===== src/rtl/mem_bus_pkg.sv =====
// Shared types and widths for the core memory bus arbiter.
// Constants only; no logic, no latency, no flow control.
package mem_bus_pkg;

  localparam int ADDR_W = 32;
  localparam int DATA_W = 32;
  localparam int STRB_W = 4;

  // All-zero word decodes as an illegal instruction, so a timed-out fetch traps.
  localparam logic [DATA_W-1:0] TIMEOUT_RDATA_DEF = 32'h0;

  typedef enum logic [1:0] {
    IDLE = 2'd0,
    BUSY = 2'd1,
    RESP = 2'd2
  } state_t;

endpackage


===== src/rtl/rr_arbiter2.sv =====
// Two-way round-robin pick: combinational select, registered last winner.
// Zero-cycle select; last_grant advances only when the caller commits a grant.
module rr_arbiter2 (
  input  logic       clk,
  input  logic       reset,
  input  logic [1:0] req,
  input  logic       update,
  output logic       sel,
  output logic       any
);

  logic last_grant;

  always_comb begin
    any = |req;
    sel = 1'b0;
    case (req)
      2'b01:   sel = 1'b0;
      2'b10:   sel = 1'b1;
      2'b11:   sel = ~last_grant;
      default: sel = 1'b0;
    endcase
  end

  // Resets to 1 so master 0 wins the first contended arbitration.
  always_ff @(posedge clk) begin
    if (reset) begin
      last_grant <= 1'b1;
    end else if (update) begin
      last_grant <= sel;
    end
  end

endmodule


===== src/rtl/mem_bus_arbiter.sv =====
// Two-master/one-slave round-robin arbiter for the valid/ready core memory bus.
// Request->s_valid 1 cycle, s_ready->m_ready 1 cycle; slave stalls hold the bus locked.
// MEM_BUS_ARBITER_TIMEOUT_EN adds a watchdog that force-completes hung accesses.
module mem_bus_arbiter
  import mem_bus_pkg::*;
#(
  parameter int unsigned         TIMEOUT_CYCLES = 256,
  parameter logic [DATA_W-1:0]   TIMEOUT_RDATA  = TIMEOUT_RDATA_DEF
) (
  input  logic              clk,
  input  logic              reset,

  input  logic              m0_valid,
  input  logic              m0_instr,
  input  logic [ADDR_W-1:0] m0_addr,
  input  logic [DATA_W-1:0] m0_wdata,
  input  logic [STRB_W-1:0] m0_wstrb,
  output logic              m0_ready,
  output logic [DATA_W-1:0] m0_rdata,

  input  logic              m1_valid,
  input  logic              m1_instr,
  input  logic [ADDR_W-1:0] m1_addr,
  input  logic [DATA_W-1:0] m1_wdata,
  input  logic [STRB_W-1:0] m1_wstrb,
  output logic              m1_ready,
  output logic [DATA_W-1:0] m1_rdata,

  output logic              s_valid,
  output logic              s_instr,
  output logic [ADDR_W-1:0] s_addr,
  output logic [DATA_W-1:0] s_wdata,
  output logic [STRB_W-1:0] s_wstrb,
  input  logic              s_ready,
  input  logic [DATA_W-1:0] s_rdata,

  output logic              grant_id,
  output logic              timeout_err
);

  state_t              state;
  state_t              state_nxt;
  logic                sel;
  logic                req_any;
  logic                grant;
  logic                tmo_hit;
  logic                tmo_fire;
  logic                grant_id_q;
  logic                req_instr;
  logic [ADDR_W-1:0]   req_addr;
  logic [DATA_W-1:0]   req_wdata;
  logic [STRB_W-1:0]   req_wstrb;
  logic [DATA_W-1:0]   rsp;

  rr_arbiter2 u_rr (
    .clk    (clk),
    .reset  (reset),
    .req    ({m1_valid, m0_valid}),
    .update (grant),
    .sel    (sel),
    .any    (req_any)
  );

`ifdef MEM_BUS_ARBITER_TIMEOUT_EN
  localparam logic [15:0] WDOG_LAST = 16'(TIMEOUT_CYCLES - 1);

  logic [15:0] wdog;
  logic        tmo_q;

  always_ff @(posedge clk) begin
    if (reset) begin
      wdog  <= '0;
      tmo_q <= 1'b0;
    end else begin
      tmo_q <= tmo_fire;
      if (grant) begin
        wdog <= '0;
      end else if (state == BUSY) begin
        wdog <= wdog + 16'd1;
      end
    end
  end

  assign tmo_hit     = (wdog == WDOG_LAST);
  assign timeout_err = tmo_q;
`else
  // Without the watchdog the cycle limit has no meaning.
  logic [15:0] unused_tmo_cycles;
  assign unused_tmo_cycles = 16'(TIMEOUT_CYCLES);

  assign tmo_hit     = 1'b0;
  assign timeout_err = 1'b0;
`endif

  always_ff @(posedge clk) begin
    if (reset) begin
      state <= IDLE;
    end else begin
      state <= state_nxt;
    end
  end

  always_comb begin
    state_nxt = state;
    grant     = 1'b0;
    tmo_fire  = 1'b0;
    case (state)
      IDLE: begin
        if (req_any) begin
          grant     = 1'b1;
          state_nxt = BUSY;
        end
      end
      BUSY: begin
        // A real response in the last watchdog cycle wins over the timeout.
        if (s_ready) begin
          state_nxt = RESP;
        end else if (tmo_hit) begin
          tmo_fire  = 1'b1;
          state_nxt = RESP;
        end
      end
      RESP:    state_nxt = IDLE;
      default: state_nxt = IDLE;
    endcase
  end

  always_ff @(posedge clk) begin
    if (reset) begin
      grant_id_q <= 1'b0;
      req_instr  <= 1'b0;
      req_addr   <= '0;
      req_wdata  <= '0;
      req_wstrb  <= '0;
      rsp        <= '0;
    end else begin
      if (grant) begin
        grant_id_q <= sel;
        req_instr  <= sel ? m1_instr : m0_instr;
        req_addr   <= sel ? m1_addr  : m0_addr;
        req_wdata  <= sel ? m1_wdata : m0_wdata;
        req_wstrb  <= sel ? m1_wstrb : m0_wstrb;
      end
      if (state == BUSY && s_ready) begin
        rsp <= s_rdata;
      end else if (tmo_fire) begin
        rsp <= TIMEOUT_RDATA;
      end
    end
  end

  assign s_valid  = (state == BUSY);
  assign s_instr  = s_valid ? req_instr : 1'b0;
  assign s_addr   = s_valid ? req_addr  : '0;
  assign s_wdata  = s_valid ? req_wdata : '0;
  assign s_wstrb  = s_valid ? req_wstrb : '0;

  assign grant_id = grant_id_q;
  assign m0_ready = (state == RESP) && !grant_id_q;
  assign m1_ready = (state == RESP) &&  grant_id_q;
  assign m0_rdata = m0_ready ? rsp : '0;
  assign m1_rdata = m1_ready ? rsp : '0;

endmodule

===== config.mk =====
export PLATFORM = sky130hd
export DESIGN_NAME = mem_bus_arbiter
export DESIGN_NICKNAME = d
export VERILOG_FILES = /design/src/rtl/mem_bus_pkg.sv /design/src/rtl/rr_arbiter2.sv /design/src/rtl/mem_bus_arbiter.sv
export SDC_FILE = /design/constraint.sdc
export NUM_CORES = 1
export LEC_CHECK = 0
export BUFFER_PORTS_ARGS = -buffer_cell sky130_fd_sc_hd__buf_4
export CAP_MARGIN = 10
export CORE_AREA = 5 5 118 120
export CTS_CLUSTER_DIAMETER = 60
export DETAILED_ROUTE_END_ITERATION = 10
export DIE_AREA = 0 0 123 125
export PLACE_DENSITY = 0.78
export SLEW_MARGIN = 20
export SYNTH_ARGS = -nofsm -noshare
export SYNTH_HDL_FRONTEND = slang
export SYNTH_SLANG_ARGS = --single-unit

===== constraint.sdc =====
create_clock -name clk -period 2.6 [get_ports clk]
set_input_delay 0.39 -clock clk [delete_from_list [all_inputs] [get_ports clk]]
set_output_delay 0.39 -clock clk [all_outputs]
set_load 0.05 [all_outputs]

## Yosys cells after proc, flatten, opt, wreduce, memory -nomap -nowiden

Cells that the tools add are included.

- Eq/ne operators: 6
- Multiplexer cells: 17
- Bitwise operators: 1
- Reduce and logical (&&, ||, !) cells: 7

Operators by type and width:

| cell | number |
|---|---|
| 32-bit two-way mux | 7 |
| 4-bit two-way mux | 2 |
| 2-bit equality test (second input constant) | 3 |
| 1-bit two-way mux | 4 |
| 2-bit two-way mux | 2 |
| 2-bit case mux with 2 select lines | 1 |
| 1-bit logical AND | 3 |
| 2-bit by 1-bit equality test with 1-bit output (second input constant) | 1 |
| 2-bit logical NOT | 1 |
| 2-bit by 1-bit inequality test with 1-bit output (second input constant) | 1 |
| 2-bit inequality test (second input constant) | 1 |
| 1-bit case mux with 2 select lines | 1 |
| 2-bit AND reduction | 1 |
| 2-bit OR reduction | 1 |
| 1-bit logical NOT | 1 |
| 1-bit NOT | 1 |

- Bits in registers: 105
- Input bits: 175
- Output and inout port bits: 138
- Word-level logic and storage cells: 39

## Longest topological paths before layout

Gate-level depths: netlist (run 1).

- Word-level depth: 3
- Depth in mapped cells: 7
- Gate-level depth less buffers: 3

## Hierarchy

A second synthesis (run 1) with hierarchy kept.

- Cell total of the unflattened synthesis: 540
- Area total of the unflattened synthesis: 4993.5 µm²

By module, submodules not included:

| module | instances | cells an instance | area an instance (µm²) | seq. area each (µm²) |
|---|---|---|---|---|
| mem_bus_arbiter | 1 | 535 | 4944.7 | 2082.0 |
| rr_arbiter2 | 1 | 5 | 48.8 | 20.0 |

## Worst setup path after synthesis (run 1)

No wires, ideal clock.

- Path kind: register -> output
- Start point: register grant_id_q (netlist: grant_id)
- End point: output m0_rdata[22]
- Data arrival time: 2.045 ns
- Required time: 2.210 ns
- Setup slack: 0.165 ns
- Cell stages (with the launch flop): 4
- Path through: dfxtp_1 -> nor3b_1 -> clkbuf_1 -> and2_1

- Word-level cells in the longest chain between the ends: 3

RTL lines:

| item | RTL line | source |
|---|---|---|
| from (decl) | mem_bus_arbiter.sv:48 | `logic grant_id_q;` |
| from (signal assigned) | mem_bus_arbiter.sv:138 | `grant_id_q <= sel;` |
| 1-bit logical NOT | mem_bus_arbiter.sv:159 | `assign m0_ready = (state == RESP) && !grant_id_q;` |
| 1-bit logical AND | mem_bus_arbiter.sv:159 |  |
| net m0_ready | mem_bus_arbiter.sv:18 | `output logic m0_ready,` |
| 32-bit two-way mux | mem_bus_arbiter.sv:161 | `assign m0_rdata = m0_ready ? rsp : '0;` |
| to (decl) | mem_bus_arbiter.sv:19 | `output logic [DATA_W-1:0] m0_rdata,` |

The timed path passes the listed nets, and every way through them passes these cells.

## Final worst setup path (run 1)

- Start point: register state[0]
- End point: output s_wstrb[2]

- Word-level cells in the longest chain between the ends: 2

RTL lines:

| item | RTL line | source |
|---|---|---|
| from (decl) | mem_bus_arbiter.sv:41 | `state_t state;` |
| from (signal assigned) | mem_bus_arbiter.sv:99 | `state <= state_nxt;` |
| 2-bit by 1-bit equality test with 1-bit output | mem_bus_arbiter.sv:152 | `assign s_valid = (state == BUSY);` |
| 4-bit two-way mux | mem_bus_arbiter.sv:156 | `assign s_wstrb = s_valid ? req_wstrb : '0;` |
| to (decl) | mem_bus_arbiter.sv:33 | `output logic [STRB_W-1:0] s_wstrb,` |

No other way between the ends.

==> run_results.csv, run 1 <==
group,metric,value,unit
status,outcome,"completed",
clock_tree,clock_latency,340,ps
placement,dp.cells,1130,
timing,skew,8.00,ps
grt,grt_usage,0.230,
clock_tree,numClockSinks,105,
synthesis,ys_seq_area_frac,0.395,
synthesis,ys_ff_latch,105,
finish,layout_common_cells,"buf_4, nand2_1, and2_1",
routing,dr.pass1.iters,4,
timing,finalHoldViolations,0,
clock_tree,holdBufCountCts,0,
grt,overflow,0,
worst_setup_path,crit_path_start_kind,"flip-flop",
grt,antenna_found_initial,0,
floorplan,num_io_pins,313,
timing,tightest_slew,833,ps
routing,avgViaCountPerCell,5.16,
synthesis,synth_nets,879,
clock_tree,root_buffer,"clkbuf_16",
routing,ant_nets,0,
worst_setup_path,crit_fanout,64,
floorplan,die_width,123,um
worst_setup_path,crit_type,"reg -> out",
timing,drv_slew,0,
finish,antenna_cells,0,
placement,place_congestion,0.805,
power,p_per_area,546,nW/um2
timing,fmax,459,MHz
grt,grt_max_degree,75,
synthesis,avgSynthCellArea,7.55,um2
placement,hpwlAfterDp,13100,um
synthesis,syn_inst,704,
timing,rsz0062_at_grt,"false",
clock_tree,cts_buffer_depth,2,
synthesis,post_synth_instance_area,5320,um2
grt,grt_pass1_vias,5686,
finish,final_common_cell,"buf_4",
routing,num_vias,5918,
timing,period_share,0.838,
routing,drt-initial-drc-count,389,
power,ir_drop,0.360,mV
timing,setup_viol,0,
clock_tree,cts.clk_slew.worst_paths,70,ps
worst_setup_path,cp.arrival,1790,ps
floorplan,dieHeight,125,um
timing,period_minus_slack,2180,ps
clock_tree,post_cts_resized,0,
floorplan,die-area,15400,um2
finish,syn_to_final_growth,51.6,%
routing,drc,0,
finish,final_cells,1146,
synthesis,yosysWarnings,0,
power,power.total,4400,uW
floorplan,floorplan.initialDensity,0.413,
clock_tree,cts_buffers,9,
finish,drive_above_1_share,0.367,
flow_run,maxCapViolCount,0,
timing,slew_headroom,0.445,
placement,numPortBuffers,311,
routing,totalWireLength,18700,um
finish,nNetsFinal,1140,
grt,grt_pass1_wl,28800,um
worst_hold_path,min_path_type,"in -> reg",
clock_tree,cts_tree,"built",
routing,avgRoutedWirePerCell,16.3,um
floorplan,std_cell_rows,42,
timing,finalSetupTns,0,ps
clock_tree,cts_setup_buffers,0,
floorplan,fp.coreArea,12900,um2
synthesis,synth.distinct_cells,23,
power,leakagePower,0.00372,uW
finish,fillers,1209,
worst_setup_path,cp.required,2210,ps
clock_tree,ctsHtreeMaxLevel,3,
finish,postLayoutCoreUtil,0.626,
worst_setup_path,end_kind,"output port",
## cell usage after synthesis, drive strengths merged
library cell / instances / area share
dfxtp: 105 / 0.40
buf: 16 / 0.019
a311oi: 69 / 0.13
and3b: 2 / 0.0033
nor3b: 1 / 0.0014
conb: 1 / 0.00071
nor2b: 2 / 0.0024
a21bo: 2 / 0.0038
a21boi: 1 / 0.0021
clkbuf: 57 / 0.040
a221o: 1 / 0.0019
or2: 1 / 0.0012
and2: 134 / 0.16
nand3b: 1 / 0.0014
nand2: 205 / 0.14
nand2b: 1 / 0.0012
nor2: 2 / 0.0014
a21oi: 103 / 0.097
## state kept, by name, summed over array words and instances, names as in the netlist
name	count
req_addr	32
req_wdata	32
rsp	32
req_wstrb	4
state	2
grant_id	1
req_instr	1
u_rr.last_grant	1
## routing by layer
layer	GRT usage	up-vias	share of wire
li1	-	2899	-
met2	0.402	271	0.49
met5	0	-	0
met1	0.258	2708	0.37
met3	0.0736	40	0.11
met4	0.0906	0	0.028
## layout make-up
| type | instances | area, um2 | share of cell area |
|---|---|---|---|
| clock buffer | 12 | 256 | 0.0318 |
| clock inverter | 4 | 51.3 | 0.00636 |
| sequential | 105 | 2100 | 0.261 |
| timing repair buffer | 323 | 2500 | 0.310 |
| multi-input combinational | 526 | 2930 | 0.364 |
| tap | 176 | 220 | 0.0273 |
## stage by stage
step | worst slack [ps] | cell area, um2 | hold slack [ps]
after floorplan | 165 | 5320 | 440
after global placement | 824 | 7750 | 449
after detailed placement | 794 | 7750 | 453
after CTS | 400 | 8060 | 282
after global routing | 279 | 8060 | 298
final | 422 | 8060 | 299
## cell families (layout without fill, tap and decap cells)
group | count (synthesis) | in the layout | synth area share
AO/OA/AOI/OAI | 176 | 176 | 0.230
buffers and inverters | 73 | 339 | 0.0588
flip-flops | 105 | 105 | 0.395
other | 1 | 1 | 0.000705
AND/OR/NAND/NOR | 349 | 349 | 0.315
## where the power goes
part           total, uW  internal, uW  switching (uW)  leakage [uW]
Sequential          1850          1760            84.7      0.000867
Clock               1380           800             584      0.000149
Combinational       1170           479             691       0.00270
## critical path: stages (launching register included)
cell and delay [ps]:
dfxtp_1 470, nor2b_4 320, buf_12 270, and2_1 180, buf_4 200
## path summary, 6_finish.rpt
kind	from	endpoint	slack, ps	cells after the start
worst max register to register	state[1]	req_wdata[19]	810	4
worst max-delay path	state[0]	s_wstrb[2]	420	4
worst min register to register	rsp[19]	rsp[19]	460	2
worst min-delay path	s_rdata[15]	rsp[15]	300	3
Note: power is estimated with default switching activity, not from simulation.
==> run 2, diff against run 1 <==
- CORE_AREA: 5 5 118 120 -> default
- CORE_ASPECT_RATIO: default -> 0.8
- CORE_MARGIN: default -> 5
- CORE_UTILIZATION: default -> 44
- DIE_AREA: 0 0 123 125 -> default
- PLACE_DENSITY: 0.78 -> 0.81
- clock period: 2.6 -> 2.3 ns (I/O delays scaled with it)
==> run 2 against run 1 <==
  * Total power increased by 12%
  * Sequential cell count did not move
  * Sequential share of layout area grew 0.18 points
  * Die area fell by 6.4%
  * Clock power increased by 11%
  * Design area decreased by 0.70%
  * Routed wire length decreased by 0.32%
  * Worst setup slack got worse by 190 ps
  * Critical path depth did not move
==> run_results.csv, run 2 (synthesis results as in run 1) <==
group,metric,value,unit
floorplan,dieHeight,108,um
timing,setup_viol,0,
power,p_per_area,616,nW/um2
grt,overflow,0,
finish,nNetsFinal,1142,
timing,tightest_slew,832,ps
finish,drive_above_1_share,0.368,
placement,dp_slack,568,ps
grt,grt_usage,0.247,
timing,rsz0062_at_grt,"false",
clock_tree,cts.clk_slew.worst_paths,60,ps
power,intPower,3420,uW
routing,totalWireLength,18600,um
timing,period_share,0.899,
routing,dr.pass1.iters,5,
routing,num_vias,5837,
power,ir_drop,0.401,mV
floorplan,die_width,133,um
clock_tree,post_cts_resized,0,
power,netSwitchingPower,1510,uW
worst_setup_path,cpMaxStageDelayCell,"dfxtp_1",
clock_tree,clock_latency,330,ps
timing,holdWs,254,ps
clock_tree,cts_buffers,9,
power,power_frac_seq,0.424,
grt,antenna_found_initial,0,
timing,finalHoldViolations,0,
worst_setup_path,crit_type,"reg -> out",
finish,top_regs,"req_addr x32, req_wdata x32, rsp x32",
timing,fmax,483,MHz
worst_setup_path,worstPathCellList,"nor2b_4 > buf_12 > and2_1 > buf_4",
timing,worst_slack,231,ps
finish,syn_to_final_growth,50.5,%
worst_setup_path,crit_path_start_kind,"flip-flop",
worst_setup_path,crit_fanout,71,
grt,grt_pass1_vias,5687,
placement,hpwlAfterDp,13200,um
finish,final_common_cell,"buf_4",
power,leakagePower,0.00372,uW
finish,antenna_cells,0,
power,power.total,4930,uW
worst_setup_path,cp.arrival,1720,ps
routing,ant_nets,0,
finish,layout_common_cells,"buf_4, nand2_1, and2_1",
routing,drt-initial-drc-count,311,
power,p_comb_frac,0.265,
floorplan,floorplan.initialDensity,0.455,
worst_setup_path,end_kind,"output port",
worst_setup_path,cp.required,1960,ps
timing,finalSetupTns,0,ps
clock_tree,numClockSinks,105,
placement,numPortBuffers,311,
placement,place_congestion,0.862,
clock_tree,root_buffer,"clkbuf_16",
power,switching_share,0.306,
clock_tree,cts_tree,"built",
timing,drv_slew,0,
clock_tree,ctsHtreeMaxLevel,3,
grt,grt_max_degree,75,
worst_setup_path,max_stage_delay,470,ps
routing,drc,0,
grt,grt_pass1_wl,29000,um
flow_run,maxCapViolCount,0,
timing,period_minus_slack,2070,ps
floorplan,die-area,14400,um2
routing,avgViaCountPerCell,5.22,
clock_tree,cts_setup_buffers,0,
clock_tree,holdBufCountCts,0,
floorplan,std_cell_rows,35,
worst_hold_path,min_path_type,"in -> reg",
routing,avgRoutedWirePerCell,16.7,um
power,p_clk_frac,0.311,
timing,slew_headroom,0.445,
floorplan,num_io_pins,313,
status,outcome,"completed",
clock_tree,cts_buffer_depth,2,
timing,skew,3.44,ps
floorplan,fp.coreArea,11700,um2
==> run 2: cell types whose count changed in the layout (fill, tap and decap cells not counted), sizes merged <==
cell      delta
clkinvlp     -1
buf          +2
==> run 2: routing by layer <==
metal,wire length [um],part of all wire,vias up,track usage
met2,9370,0.50,244,0.438
met4,514,0.028,0,0.0861
li1,-,-,2899,-
met1,7060,0.38,2662,0.275
met5,0,0,-,0
met3,1700,0.091,32,0.0888
==> run 2: path summary, 6_finish.rpt <==
| check | startpoint | end | slack, ps | cells past startpoint |
|---|---|---|---|---|
| max reg2reg | state[1] | req_wdata[20] | 620 | 3 |
| min reg2reg | rsp[10] | rsp[10] | 460 | 2 |
| min | s_rdata[14] | rsp[14] | 250 | 3 |
| max | state[0] | s_addr[1] | 230 | 4 |
==> run 2: metrics by stage <==
step | area (um2) | std cells | util
after CTS | 8000 | 1119 | 0.685
after global placement | 7710 | 1104 | 0.659
after detailed placement | 7710 | 1104 | 0.659
after global routing | 8000 | 1119 | 0.685
after floorplan | 5320 | 704 | -
final | 8000 | 1119 | 0.685
==> run 2: layout make-up <==
| type | instances | area (um2) |
|---|---|---|
| clock inverter | 3 | 40.0 |
| timing repair buffer | 325 | 2490 |
| fill | 1020 | 3690 |
| tap | 148 | 185 |
| clock buffer | 12 | 256 |
| multi-input combinational | 526 | 2930 |
| sequential | 105 | 2100 |
==> run 2: critical path, delay by kind of cell, from the launching register on <==
kind                   cells  cell delay (ps)
flip-flops                 1              470
buffers and inverters      2              460
AND/OR/NAND/NOR            2              440
==> run 2: power groups by stage <==
stage          clock network (uW)  registers [uW]  logic [uW]
6_report                     1530            2090        1310
5_1_grt                      1630            2110        1410
4_1_cts                      1570            2090        1310
3_5_place_dp                    0            2130        1310
3_3_place_gp                    0            2120        1300
2_1_floorplan                   0            2100         836
